--- config.mk ---
export PLATFORM = sky130hd
export DESIGN_NAME = multi_debouncer_flat
export DESIGN_NICKNAME = d
export VERILOG_FILES = /design/src/rtl/multi_debouncer_if.sv /design/src/rtl/multi_debouncer.sv /design/src/flat_wrapper.sv
export SDC_FILE = /design/constraint.sdc
export NUM_CORES = 1
export LEC_CHECK = 0
export ABC_AREA = 0
export BUFFER_PORTS_ARGS = -buffer_cell sky130_fd_sc_hd__clkbuf_2
export CORE_ASPECT_RATIO = 0.5
export CORE_UTILIZATION = 60
export CTS_BUF_LIST = sky130_fd_sc_hd__clkbuf_8
export DETAILED_ROUTE_END_ITERATION = 12
export PLACE_DENSITY = 0.84
export SYNTH_ARGS = -nofsm -noshare
export SYNTH_HDL_FRONTEND = slang
export SYNTH_SLANG_ARGS = --single-unit
--- constraint.sdc ---
create_clock -name i_clk -period 2.6 [get_ports i_clk]
set_clock_uncertainty 0.15 [all_clocks]
set_input_delay 0 -clock i_clk [delete_from_list [all_inputs] [get_ports i_clk]]
set_output_delay 0 -clock i_clk [all_outputs]
set_load 0.02 [all_outputs]
--- src/rtl/multi_debouncer_if.sv ---
// Button bundle between the raw board inputs and the debouncer.
// The master side drives the raw buttons; the slave side returns clean levels and edge pulses.
interface multi_debouncer_if #(
  parameter int NUM_CH = 4
);
  logic [NUM_CH-1:0] i_btn;
  logic [NUM_CH-1:0] o_btn_state;
  logic [NUM_CH-1:0] o_press;
  logic [NUM_CH-1:0] o_release;

  modport master (
    output i_btn,
    input  o_btn_state,
    input  o_press,
    input  o_release
  );

  modport slave (
    input  i_btn,
    output o_btn_state,
    output o_press,
    output o_release
  );
endinterface

--- src/rtl/multi_debouncer.sv ---
// Multi-channel push-button debouncer: synchroniser, polarity normalisation and a
// symmetric per-channel stability FSM producing a clean level plus press/release pulses.
module multi_debouncer #(
  parameter int NUM_CH      = 4,
  parameter int CNT_W       = 16,
  parameter int ACTIVE_LOW  = 0,
  parameter int SYNC_STAGES = 2
) (
  input  logic               i_clk,
  input  logic               i_rst_n,
  multi_debouncer_if.slave   bus
);

  typedef enum logic [1:0] {
    STABLE_LO = 2'd0,
    CHECK_HI  = 2'd1,
    STABLE_HI = 2'd2,
    CHECK_LO  = 2'd3
  } state_e;

  localparam logic              AL_BIT   = (ACTIVE_LOW != 0);
  localparam logic [NUM_CH-1:0] SYNC_RST = {NUM_CH{AL_BIT}};
  localparam logic [CNT_W-1:0]  CNT_MAX  = '1;
  localparam logic [CNT_W-1:0]  CNT_ONE  = CNT_W'(1);

  logic [NUM_CH-1:0] sync_q [SYNC_STAGES];
  logic [NUM_CH-1:0] sync_d [SYNC_STAGES];
  logic [NUM_CH-1:0] norm;

  state_e            state_q [NUM_CH];
  state_e            state_d [NUM_CH];
  logic [CNT_W-1:0]  cnt_q   [NUM_CH];
  logic [CNT_W-1:0]  cnt_d   [NUM_CH];

  logic [NUM_CH-1:0] btn_state_q, btn_state_d;
  logic [NUM_CH-1:0] press_q, press_d;
  logic [NUM_CH-1:0] release_q, release_d;

  // Synchroniser chain; flops idle at the inactive raw level so reset exit is quiet
  always_comb begin
    sync_d[0] = bus.i_btn;
    for (int s = 1; s < SYNC_STAGES; s++) begin
      sync_d[s] = sync_q[s-1];
    end
  end

  always_ff @(posedge i_clk or negedge i_rst_n) begin
    if (!i_rst_n) begin
      for (int s = 0; s < SYNC_STAGES; s++) begin
        sync_q[s] <= SYNC_RST;
      end
    end else begin
      for (int s = 0; s < SYNC_STAGES; s++) begin
        sync_q[s] <= sync_d[s];
      end
    end
  end

  assign norm = sync_q[SYNC_STAGES-1] ^ {NUM_CH{AL_BIT}};

  // Per-channel stability FSM; a level reversal always wins over the terminal count
  always_comb begin
    for (int k = 0; k < NUM_CH; k++) begin
      state_d[k]   = state_q[k];
      cnt_d[k]     = '0;
      press_d[k]   = 1'b0;
      release_d[k] = 1'b0;
      case (state_q[k])
        STABLE_LO: begin
          if (norm[k]) state_d[k] = CHECK_HI;
        end
        CHECK_HI: begin
          if (!norm[k]) begin
            state_d[k] = STABLE_LO;
          end else if (cnt_q[k] == CNT_MAX) begin
            state_d[k] = STABLE_HI;
            press_d[k] = 1'b1;
          end else begin
            cnt_d[k] = cnt_q[k] + CNT_ONE;
          end
        end
        STABLE_HI: begin
          if (!norm[k]) state_d[k] = CHECK_LO;
        end
        CHECK_LO: begin
          if (norm[k]) begin
            state_d[k] = STABLE_HI;
          end else if (cnt_q[k] == CNT_MAX) begin
            state_d[k]   = STABLE_LO;
            release_d[k] = 1'b1;
          end else begin
            cnt_d[k] = cnt_q[k] + CNT_ONE;
          end
        end
        default: state_d[k] = STABLE_LO;
      endcase
      btn_state_d[k] = (state_d[k] == STABLE_HI) || (state_d[k] == CHECK_LO);
    end
  end

  always_ff @(posedge i_clk or negedge i_rst_n) begin
    if (!i_rst_n) begin
      for (int k = 0; k < NUM_CH; k++) begin
        state_q[k] <= STABLE_LO;
        cnt_q[k]   <= '0;
      end
      btn_state_q <= '0;
      press_q     <= '0;
      release_q   <= '0;
    end else begin
      for (int k = 0; k < NUM_CH; k++) begin
        state_q[k] <= state_d[k];
        cnt_q[k]   <= cnt_d[k];
      end
      btn_state_q <= btn_state_d;
      press_q     <= press_d;
      release_q   <= release_d;
    end
  end

  assign bus.o_btn_state = btn_state_q;
  assign bus.o_press     = press_q;
  assign bus.o_release   = release_q;

endmodule

--- src/flat_wrapper.sv ---
// flat-port wrapper written by rule: the top's interface ports become plain ports
module multi_debouncer_flat 
#(
  parameter int NUM_CH      = 4,
  parameter int CNT_W       = 16,
  parameter int ACTIVE_LOW  = 0,
  parameter int SYNC_STAGES = 2
)
  (i_clk, i_rst_n, bus_i_btn, bus_o_btn_state, bus_o_press, bus_o_release);
  multi_debouncer_if #(.NUM_CH(NUM_CH)) bus_i ();
  input  logic i_clk;
  input  logic i_rst_n;
  input wire logic [$bits(bus_i.i_btn)-1:0] bus_i_btn;
  output wire logic [$bits(bus_i.o_btn_state)-1:0] bus_o_btn_state;
  output wire logic [$bits(bus_i.o_press)-1:0] bus_o_press;
  output wire logic [$bits(bus_i.o_release)-1:0] bus_o_release;
  assign bus_i.i_btn = bus_i_btn;
  assign bus_o_btn_state = bus_i.o_btn_state;
  assign bus_o_press = bus_i.o_press;
  assign bus_o_release = bus_i.o_release;
  multi_debouncer #(.NUM_CH(NUM_CH), .CNT_W(CNT_W), .ACTIVE_LOW(ACTIVE_LOW), .SYNC_STAGES(SYNC_STAGES)) u_core (.i_clk(i_clk), .i_rst_n(i_rst_n), .bus(bus_i));
endmodule
==> results.py, run 1 <==
metrics = {
    "outcome": {
        "outcome": "finished, final reports clean",
    },
    "sta": {
        "layout_min_cycle_time_ps": 2170,
        "fmaxAchievable_mhz": 460.8,
        "relSlewSlack_pct": 62.85,
        "finalSetupTns_ps": 0,
        "tightest_slew_ps": 557.2,
        "hold_viol_final": 0,
        "rsz0062_at_grt": "false",
        "fin_ws_ps": 430.0,
        "setup_viol": 0,
        "finalCritPeriodShare_pct": 83.46,
        "finalMaxSlewViolations": 0,
    },
    "clock_network": {
        "cts-resized-gates": 0,
        "cts_sinks": 92,
        "cts_root_buf": "clkbuf_8",
        "clk_path_buf_depth": 2,
        "post_cts.repair.setup_buffers": 0,
        "clkLatencyLatePin_ps": 360,
        "cts_made_buffers": 9,
        "cts_hold_buf": 5,
        "clk_pin_slew_ps": 80,
        "cts_tree": "built",
        "htree_levels": 3,
    },
    "drt": {
        "routed_wl_mm": 7.295,
        "drc": 0,
        "drt-wirelength-per-cell_um": 14.68,
        "vias": 2823,
        "vias_per_cell": 5.680,
        "antenna_left": 0,
        "drt_iter0_markers": 117,
        "drt_pass1_iterations": 4,
    },
    "synth": {
        "synth_seq_cells": 92,
        "yosysTopAreaCellShare_pct": 56.08,
        "syn-num-nets": 386,
        "muxShareOfSynthArea_pct": 2.194,
        "synth_top_family_by_area": "simple AND/OR/NAND/NOR gates",
        "synth_cell_types": 41,
        "synth_area_per_cell_um2": 10.92,
        "async_flop_share_pct": 100.0,
        "dominantRegCellSynth": "dfrtp_1",
        "ys.warnings.count": 0,
        "yosys.area_share.xor_xnor_pct": 11.09,
        "synth_area_mm2": 0.004105,
        "synth_edf_count": 0,
        "synth-compound-area-share_pct": 2.956,
        "synth-simple-area-share_pct": 24.38,
        "syn_inst": 376,
        "yosysSeqAreaShare_pct": 56.08,
        "synth.largest_area_cell": "dfrtp_1",
        "ys_top_cells_by_area": "dfrtp_1, xnor2_1, nor2_1, xor2_1, nand3_1",
        "synth-adder-area-share_pct": 1.219,
    },
    "grt": {
        "antenna_found_initial": 0,
        "grt.busiest_layer": "met2",
        "grt_max_degree": 50,
        "grt_usage_pct": 22.35,
        "grtUsageMet3_pct": 6.579,
        "grt_pass1_wl_mm": 12.37,
        "met1_usage_pct": 26.69,
        "grt-ovfl-total": 0,
        "use_met2_pct": 40.28,
        "grt_pass1_vias": 2773,
    },
    "min_path": {
        "hold_path_class": "in2async",
    },
    "layout": {
        "final_nets": 414,
        "diodes": 0,
        "synthToLayoutAreaGrowth_pct": 10.67,
        "drive_gt1_share_pct": 12.71,
        "utilization_pct": 71.76,
    },
    "die": {
        "core_area_mm2": 0.006331,
        "io_pins": 18,
        "start_util_pct": 64.84,
        "rows": 20,
        "die_y_um": 60.49,
        "die_x_um": 119.0,
        "die-area_mm2": 0.007197,
    },
    "setup_path": {
        "worstSetupStartpointType": "flip-flop",
        "cp_max_fo": 16,
        "cp_cell_sequence": "ha_1, nand4_1, nor4_1, or3b_1, nor2_1",
        "cp_slowest_stage_delay_ps": 510,
        "cp_slowest_cell": "or3b_1",
        "cp.required_ps": 2670,
        "crit_path_end_kind": "flip-flop",
        "arrival_ps": 2240,
        "crit_type": "reg2reg",
    },
    "place": {
        "gp_congestion": 0.8608,
        "pre_cts_slack_ps": 449.3,
        "hpwl_mm": 5.094,
        "io_buffers": 17,
    },
    "power_and_ir_drop": {
        "p_leak_nw": 1.943,
        "power_density_mw_per_mm2": 551.0,
        "vdd_drop_max_mv": 0.4108,
        "total_power_mw": 2.503,
    },
    "flow_run": {
        "drv_cap": 0,
    },
}
per-stage QoR:
| step | std cells | hold WS [ps] | area (um^2) |
|---|---|---|---|
| CTS | 497 | 19.16 | 4543 |
| detailed placement | 476 | -124.0 | 4290 |
| global route | 497 | 52.47 | 4543 |
| finish | 497 | 13.83 | 4543 |
| floorplan | 376 | -445.6 | 4105 |
| global placement | 476 | -140.2 | 4290 |
critical path: cells and delay by family, from the launching register on:
family / cells / cell delay (ps)
adders and majority gates: 1 / 330
DFF: 1 / 410
and+or+nand+nor: 4 / 1150
kinds of logic (layout without fill, tap and decap cells):
| kind of cell | after synthesis | in the layout |
|---|---|---|
| buffers and inverters | 19 | 52 |
| and+or+nand+nor | 181 | 181 |
| muxes | 8 | 8 |
| AOI/OAI and AO/OA | 20 | 20 |
| DFF | 92 | 92 |
| xor gates and xnor gates | 52 | 52 |
| adders and majority gates | 4 | 4 |
Yosys cell counts, drive strengths merged, types with 6 or more instances:
master,instances
a21oi,7
nor4,12
and3,6
nor3b,8
nor2,62
xnor2,31
xor2,21
nand2,19
nand4,18
nand3,26
inv,12
mux2,8
dfrtp,92
nor3,9
cell usage in the layout (no fill, tap or decap), types with 6 or more instances in the layout:
cell and n:
xnor2_1 31, nor3_1 9, nand3_1 24, mux2_2 6
nor3b_1 8, a21oi_1 7, nor4_1 10, clkbuf_8 11
dfrtp_1 92, xor2_1 21, nand2_1 19, clkbuf_2 16
inv_1 13, nand4_1 15, nor2_1 62
where the power goes:
group	total [mW]	leakage (nW)	internal [mW]	switching, mW
clock	0.968	0.107	0.490	0.477
combinational	0.0771	0.583	0.0240	0.0531
sequential	1.46	1.25	1.44	0.0139
sequential cells by signal, summed over array words and instances, names as in the netlist:
register                count
u_core.bus.o_btn_state      4
u_core.bus.o_press          4
u_core.bus.o_release        4
u_core.cnt_q               64
u_core.norm                 4
u_core.state_q              8
u_core.sync_d               4
area by class of cell:
type | count | area [um^2]
timing repair buffer | 24 | 165.2
multi-input combinational | 265 | 1718
clock inverter | 5 | 51.30
tap | 88 | 110.1
fill | 423 | 1788
clock buffer | 11 | 151.4
sequential | 92 | 2302
inverter | 12 | 45.04
per-layer routing:
| metal | vias up | wire, um |
|---|---|---|
| li1 | 1356 | - |
| met1 | 1406 | 3257 |
| met2 | 50 | 3682 |
| met3 | 11 | 269 |
| met4 | 0 | 85 |
| met5 | - | 0 |
final timing paths:
path / from / to / slack (ps) / cells after the start
setup / recovery: u_core.cnt_q[48] / u_core.cnt_q[60] / 430 / 5
hold / removal: i_rst_n / u_core.cnt_q[37] / 10 / 2
setup reg to reg: u_core.cnt_q[48] / u_core.cnt_q[60] / 430 / 5
hold reg to reg: u_core.sync_d[3] / u_core.norm[3] / 200 / 0
max in group asynchronous: i_rst_n / u_core.cnt_q[56] / 1650 / 3
min in group i_clk: bus_i_btn[0] / u_core.sync_d[0] / 140 / 2
Note: power is estimated with default switching activity, not from simulation.
==> run 2, diff against run 1 <==
Settings changed: ABC_AREA 0 to 1.
Clock period 2.6 ns to 2.1 ns, I/O delays scaled along.
==> results.py, run 2 <==
metrics = {
    "outcome": {
        "outcome": "finished, violations left",
        "violations": "hold timing",
    },
    "sta": {
        "fin_ws_ps": 246.0,
        "finalCritPeriodShare_pct": 88.28,
        "rsz0062_at_grt": "false",
        "hold_ws_ps": -4.867,
        "relSlewSlack_pct": 61.56,
        "hold_viol_final": 4,
        "finalMaxSlewViolations": 0,
        "layout_min_cycle_time_ps": 1854,
        "setup_viol": 0,
        "finalSetupTns_ps": 0,
        "tightest_slew_ps": 576.6,
        "fmaxAchievable_mhz": 539.4,
    },
    "synth": {
        "synthTopCellsByCount": "nor2_1, nand2_1, dfrtp_1, inv_1, xor2_1",
        "syn-num-nets": 514,
        "synth-simple-area-share_pct": 30.67,
        "synth_edf_count": 0,
        "synth.most_common_cell": "nor2_1",
        "synth_top_family_by_area": "simple AND/OR/NAND/NOR gates",
        "synth-adder-area-share_pct": 1.171,
        "synth-compound-area-share_pct": 3.073,
        "yosysSeqAreaShare_pct": 53.85,
        "yosysTopAreaCellShare_pct": 53.85,
        "synth_area_per_cell_um2": 8.483,
        "synth_seq_cells": 92,
        "yosys.area_share.xor_xnor_pct": 5.736,
        "dominantRegCellSynth": "dfrtp_1",
        "synth_cell_types": 32,
        "ys.warnings.count": 0,
        "synth_area_mm2": 0.004275,
        "muxShareOfSynthArea_pct": 0,
        "async_flop_share_pct": 100.0,
        "synth.largest_area_cell": "dfrtp_1",
        "syn_inst": 504,
        "ys_top_cells_by_area": "dfrtp_1, nor2_1, nand2_1, xor2_1, inv_1",
    },
    "drt": {
        "vias_per_cell": 5.132,
        "vias": 3238,
        "antenna_left": 0,
        "drt_iter0_markers": 264,
        "drt-wirelength-per-cell_um": 12.14,
        "routed_wl_mm": 7.660,
        "drt_pass1_iterations": 4,
        "drc": 0,
    },
    "place": {
        "hpwl_mm": 5.404,
        "gp_congestion": 0.8739,
        "io_buffers": 17,
        "pre_cts_slack_ps": 315.4,
        "dpl_cell_area_mm2": 0.004474,
    },
    "layout": {
        "drive_gt1_share_pct": 12.43,
        "layout_commonest_cell": "nor2_1",
        "finalInstanceArea_mm2": 0.004736,
        "synthToLayoutAreaGrowth_pct": 10.77,
        "final_nets": 547,
        "largest_reg_flops": 64,
        "reg_top3": "u_core.cnt_q: 64 flops, u_core.state_q: 8 flops",
        "layout_common_cells": "nor2_1, nand2_1, dfrtp_1",
        "diodes": 0,
        "utilization_pct": 69.86,
        "top_register": "u_core.cnt_q",
    },
    "setup_path": {
        "worstSetupStartpointType": "flip-flop",
        "cp.required_ps": 2210,
        "cp_max_fo": 4,
        "worstReg2RegStart": "u_core.cnt_q[16]",
        "critPathLaunch": "u_core.cnt_q[16]",
        "crit_path_end_kind": "flip-flop",
        "crit_type": "reg2reg",
        "arrival_ps": 1960,
    },
    "grt": {
        "grt_pass1_vias": 2987,
        "grt_usage_pct": 23.04,
        "antenna_found_initial": 0,
        "grt_max_degree": 47,
        "grt_pass1_wl_mm": 12.97,
        "grt-ovfl-total": 0,
    },
    "die": {
        "die_y_um": 61.69,
        "io_pins": 18,
        "die_x_um": 121.4,
        "core_area_mm2": 0.006779,
        "rows": 21,
        "start_util_pct": 63.07,
        "die-area_mm2": 0.007488,
    },
    "clock_network": {
        "cts_tree": "built",
        "cts_made_buffers": 9,
        "post_cts.repair.setup_buffers": 0,
        "clk_pin_slew_ps": 80,
        "clk_path_buf_depth": 2,
        "cts_sinks": 92,
        "cts_root_buf": "clkbuf_8",
        "htree_levels": 3,
        "clkLatencyLatePin_ps": 370,
    },
    "power_and_ir_drop": {
        "total_power_mw": 3.205,
        "power_density_mw_per_mm2": 676.8,
        "p_leak_nw": 2.178,
        "vdd_drop_max_mv": 0.2933,
    },
    "min_path": {
        "hold_path_class": "in2async",
    },
    "flow_run": {
        "drv_cap": 0,
    },
}
[run 2: critical path, stage by stage, from the launching register on]
cell	delay, ps
dfrtp_1	390
ha_1	180
nand2_1	80
nor2_1	240
nand4_1	240
nor2_1	180
nand3_1	130
nand2_1	100
nand2_1	50
[run 2: logic make-up (layout without fill, tap and decap cells)]
| kind of cell | count (synthesis) | in the layout |
|---|---|---|
| AND/OR/NAND/NOR | 298 | 298 |
| adder cells (fa/ha/maj) | 4 | 4 |
| buffers and inverters | 58 | 93 |
| AO/OA/AOI/OAI | 24 | 24 |
| flip-flops | 92 | 92 |
| XOR/XNOR | 28 | 28 |
[run 2: area by class of cell]
type,instances,area (um^2)
multi-input cells,354,1738
clock inverters,2,60.06
inverters,55,209.0
fillers,497,2043
clock buffers,11,151.4
well taps,92,115.1
repair buffers,25,160.2
flip-flops and latches,92,2302
[run 2: stage by stage]
stage,hold WS [ps],cells
after global routing,60.32,631
final,-4.867,631
after global placement,-122.7,613
after floorplan,-445.6,504
after detailed placement,-116.5,613
after CTS,17.76,631
[run 2: worst paths after layout]
| kind | endpoint | slack (ps) | cells after the start |
|---|---|---|---|
| setup / recovery | u_core.bus.o_btn_state[2] | 250 | 8 |
| hold / removal | u_core.bus.o_release[3] | -5 | 2 |
| setup reg to reg | u_core.bus.o_btn_state[2] | 250 | 8 |
| hold reg to reg | u_core.norm[2] | 210 | 0 |
| max in group asynchronous | u_core.bus.o_btn_state[2] | 1140 | 3 |
| min in group i_clk | u_core.sync_d[0] | 120 | 2 |
[run 2: power by group]
part           leakage, nW  internal [mW]  switching (mW)
Clock                0.107          0.716           0.579
Combinational        0.817         0.0307          0.0761
Sequential            1.25           1.79          0.0152
Total                 2.18           2.53           0.670
[run 2: repair_timing]
action | CTS | global route
hold buffers | 5 | 0
endpoints found under the hold margin | 96 | 0
gates resized for setup | 0 | 0
[run 2: metal layers]
metal / vias to the layer above / wire (um) / GRT usage, %
met3: 20 / 307 / 7.391
met1: 1513 / 3567 / 27.94
li1: 1642 / - / -
met2: 63 / 3618 / 39.45
met5: - / 0 / 0
met4: 0 / 167 / 9.700
==> run 3, diff against run 2 <==
==> constraint.sdc (replaced) <==
create_clock -name i_clk -period 2.1 [get_ports i_clk]
set_clock_uncertainty 0.15 [all_clocks]
set_input_delay 0.315 -clock i_clk [delete_from_list [all_inputs] [get_ports i_clk]]
set_output_delay 0.315 -clock i_clk [all_outputs]
set_load 0.02 [all_outputs]
==> results.py, run 3 (synthesis gave the netlist of run 2 again) <==
metrics = {
    "setup_path": {
        "cp.required_ps": 2200,
        "cp_slowest_cell": "dfrtp_1",
        "cp_slowest_stage_delay_ps": 400,
        "crit_buf_inv": 0,
        "crit_family": "simple AND/OR/NAND/NOR gates",
        "cp_max_fo": 4,
        "crit_path_end_kind": "flip-flop",
        "crit_top_cell": "nand2_1",
        "crit_type": "reg2reg",
        "cp_cell_sequence": "ha_1, nand2_1, nor2_1, nand4_1, nor2_1, nand3_1, nand2_1, nand2_1",
        "worstSetupStartpointType": "flip-flop",
        "arrival_ps": 2060,
    },
    "grt": {
        "antenna_found_initial": 0,
        "grt_max_degree": 40,
        "grt_pass1_vias": 3055,
        "grt-ovfl-total": 0,
        "grt_pass1_wl_mm": 13.43,
        "grt_usage_pct": 23.77,
    },
    "clock_network": {
        "cts_tree": "built",
        "cts-resized-gates": 0,
        "htree_levels": 3,
        "post_cts.repair.setup_buffers": 0,
        "cts_sinks": 92,
        "clk_path_buf_depth": 2,
        "cts_made_buffers": 9,
        "clk_pin_slew_ps": 90,
        "cts_hold_buf": 5,
        "clkLatencyLatePin_ps": 370,
        "cts_root_buf": "clkbuf_8",
    },
    "power_and_ir_drop": {
        "p_leak_nw": 2.195,
        "total_power_mw": 3.372,
        "vdd_drop_max_mv": 0.4062,
        "power_density_mw_per_mm2": 704.9,
    },
    "layout": {
        "layout_commonest_cell": "nor2_1",
        "synthToLayoutAreaGrowth_pct": 11.91,
        "final_nets": 547,
        "reg_top3": "u_core.cnt_q: 64 flops, u_core.state_q: 8 flops",
        "layout_common_cells": "nor2_1, nand2_1, dfrtp_1",
        "diodes": 0,
        "top_register": "u_core.cnt_q",
        "largest_reg_flops": 64,
        "drive_gt1_share_pct": 12.92,
    },
    "drt": {
        "routed_wl_mm": 8.203,
        "drt_iter0_markers": 291,
        "vias_per_cell": 5.279,
        "drc": 0,
        "vias": 3347,
        "antenna_left": 0,
        "drt-wirelength-per-cell_um": 12.94,
        "drt_pass1_iterations": 6,
    },
    "sta": {
        "setup_viol": 0,
        "tightest_slew_ps": 498.8,
        "finalSetupTns_ps": 0,
        "finalMaxSlewViolations": 0,
        "rsz0062_at_grt": "false",
        "layout_min_cycle_time_ps": 1956,
        "hold_viol_final": 0,
        "fmaxAchievable_mhz": 511.1,
        "relSlewSlack_pct": 66.75,
        "finalCritPeriodShare_pct": 93.17,
    },
    "die": {
        "die_x_um": 121.4,
        "io_pins": 18,
        "core_area_mm2": 0.006779,
        "rows": 21,
        "die-area_mm2": 0.007488,
        "die_y_um": 61.69,
        "start_util_pct": 63.07,
    },
    "min_path": {
        "hold_path_class": "reg2reg",
    },
    "place": {
        "io_buffers": 17,
        "hpwl_mm": 5.445,
        "gp_congestion": 0.9152,
    },
    "outcome": {
        "outcome": "finished, final reports clean",
    },
    "flow_run": {
        "drv_cap": 0,
    },
}
## run 3: cell count changes in the layout (fill, tap and decap cells not counted)
cell / before / now
inv_6: 0 / 1
buf_4: 4 / 3
bufinv_16: 2 / 3
clkinvlp_4: 0 / 1
clkbuf_8: 11 / 9
buf_12: 0 / 1
clkinv_4: 0 / 2
## run 3: power by group
part           total [mW]  internal (mW)  switching [mW]
sequential           1.80           1.79          0.0150
clock                1.46          0.798           0.658
combinational       0.113         0.0329          0.0796
## run 3: worst paths after layout
kind                             startpoint                         to  slack [ps]  cells after the start
setup reg to reg           u_core.cnt_q[16]  u_core.bus.o_btn_state[2]         140                      8
min in group asynchronous           i_rst_n  u_core.bus.o_btn_state[3]         300                      2
hold / removal             u_core.sync_d[3]             u_core.norm[3]         200                      0
setup / recovery           u_core.cnt_q[16]  u_core.bus.o_btn_state[2]         140                      8
hold reg to reg            u_core.sync_d[3]             u_core.norm[3]         200                      0
max in group asynchronous           i_rst_n          u_core.state_q[3]         920                      3
## run 3: through the flow
step           setup slack [ps]  utilization (%)  cell area [um^2]  hold WS, ps  instances
2_1_floorplan             529.7                -              4275       -130.6        504
3_3_place_gp              373.2            66.19              4487        164.7        613
3_5_place_dp              264.4            66.19              4487        167.0        613
4_1_cts                   154.9            70.58              4785        206.3        634
5_1_grt                   40.90            70.58              4785        222.9        634
6_report                  143.5            70.58              4785        204.7        634
## run 3: final cells by class
| type | count | area [um^2] |
|---|---|---|
| Tap cell | 92 | 115.1 |
| Clock inverter | 7 | 123.9 |
| Multi-Input combinational cell | 354 | 1738 |
| Sequential cell | 92 | 2302 |
| Clock buffer | 9 | 123.9 |
| Inverter | 55 | 209.0 |
| Fill cell | 510 | 1994 |
| Timing Repair Buffer | 25 | 172.7 |
## run 3: metal layers
metal / track usage, % / share of wire [%] / vias up
li1: - / - / 1643
met1: 29.71 / 47 / 1593
met2: 41.07 / 47 / 88
met3: 5.109 / 4.1 / 23
met4: 11.46 / 2.2 / 0
met5: 0 / 0 / -
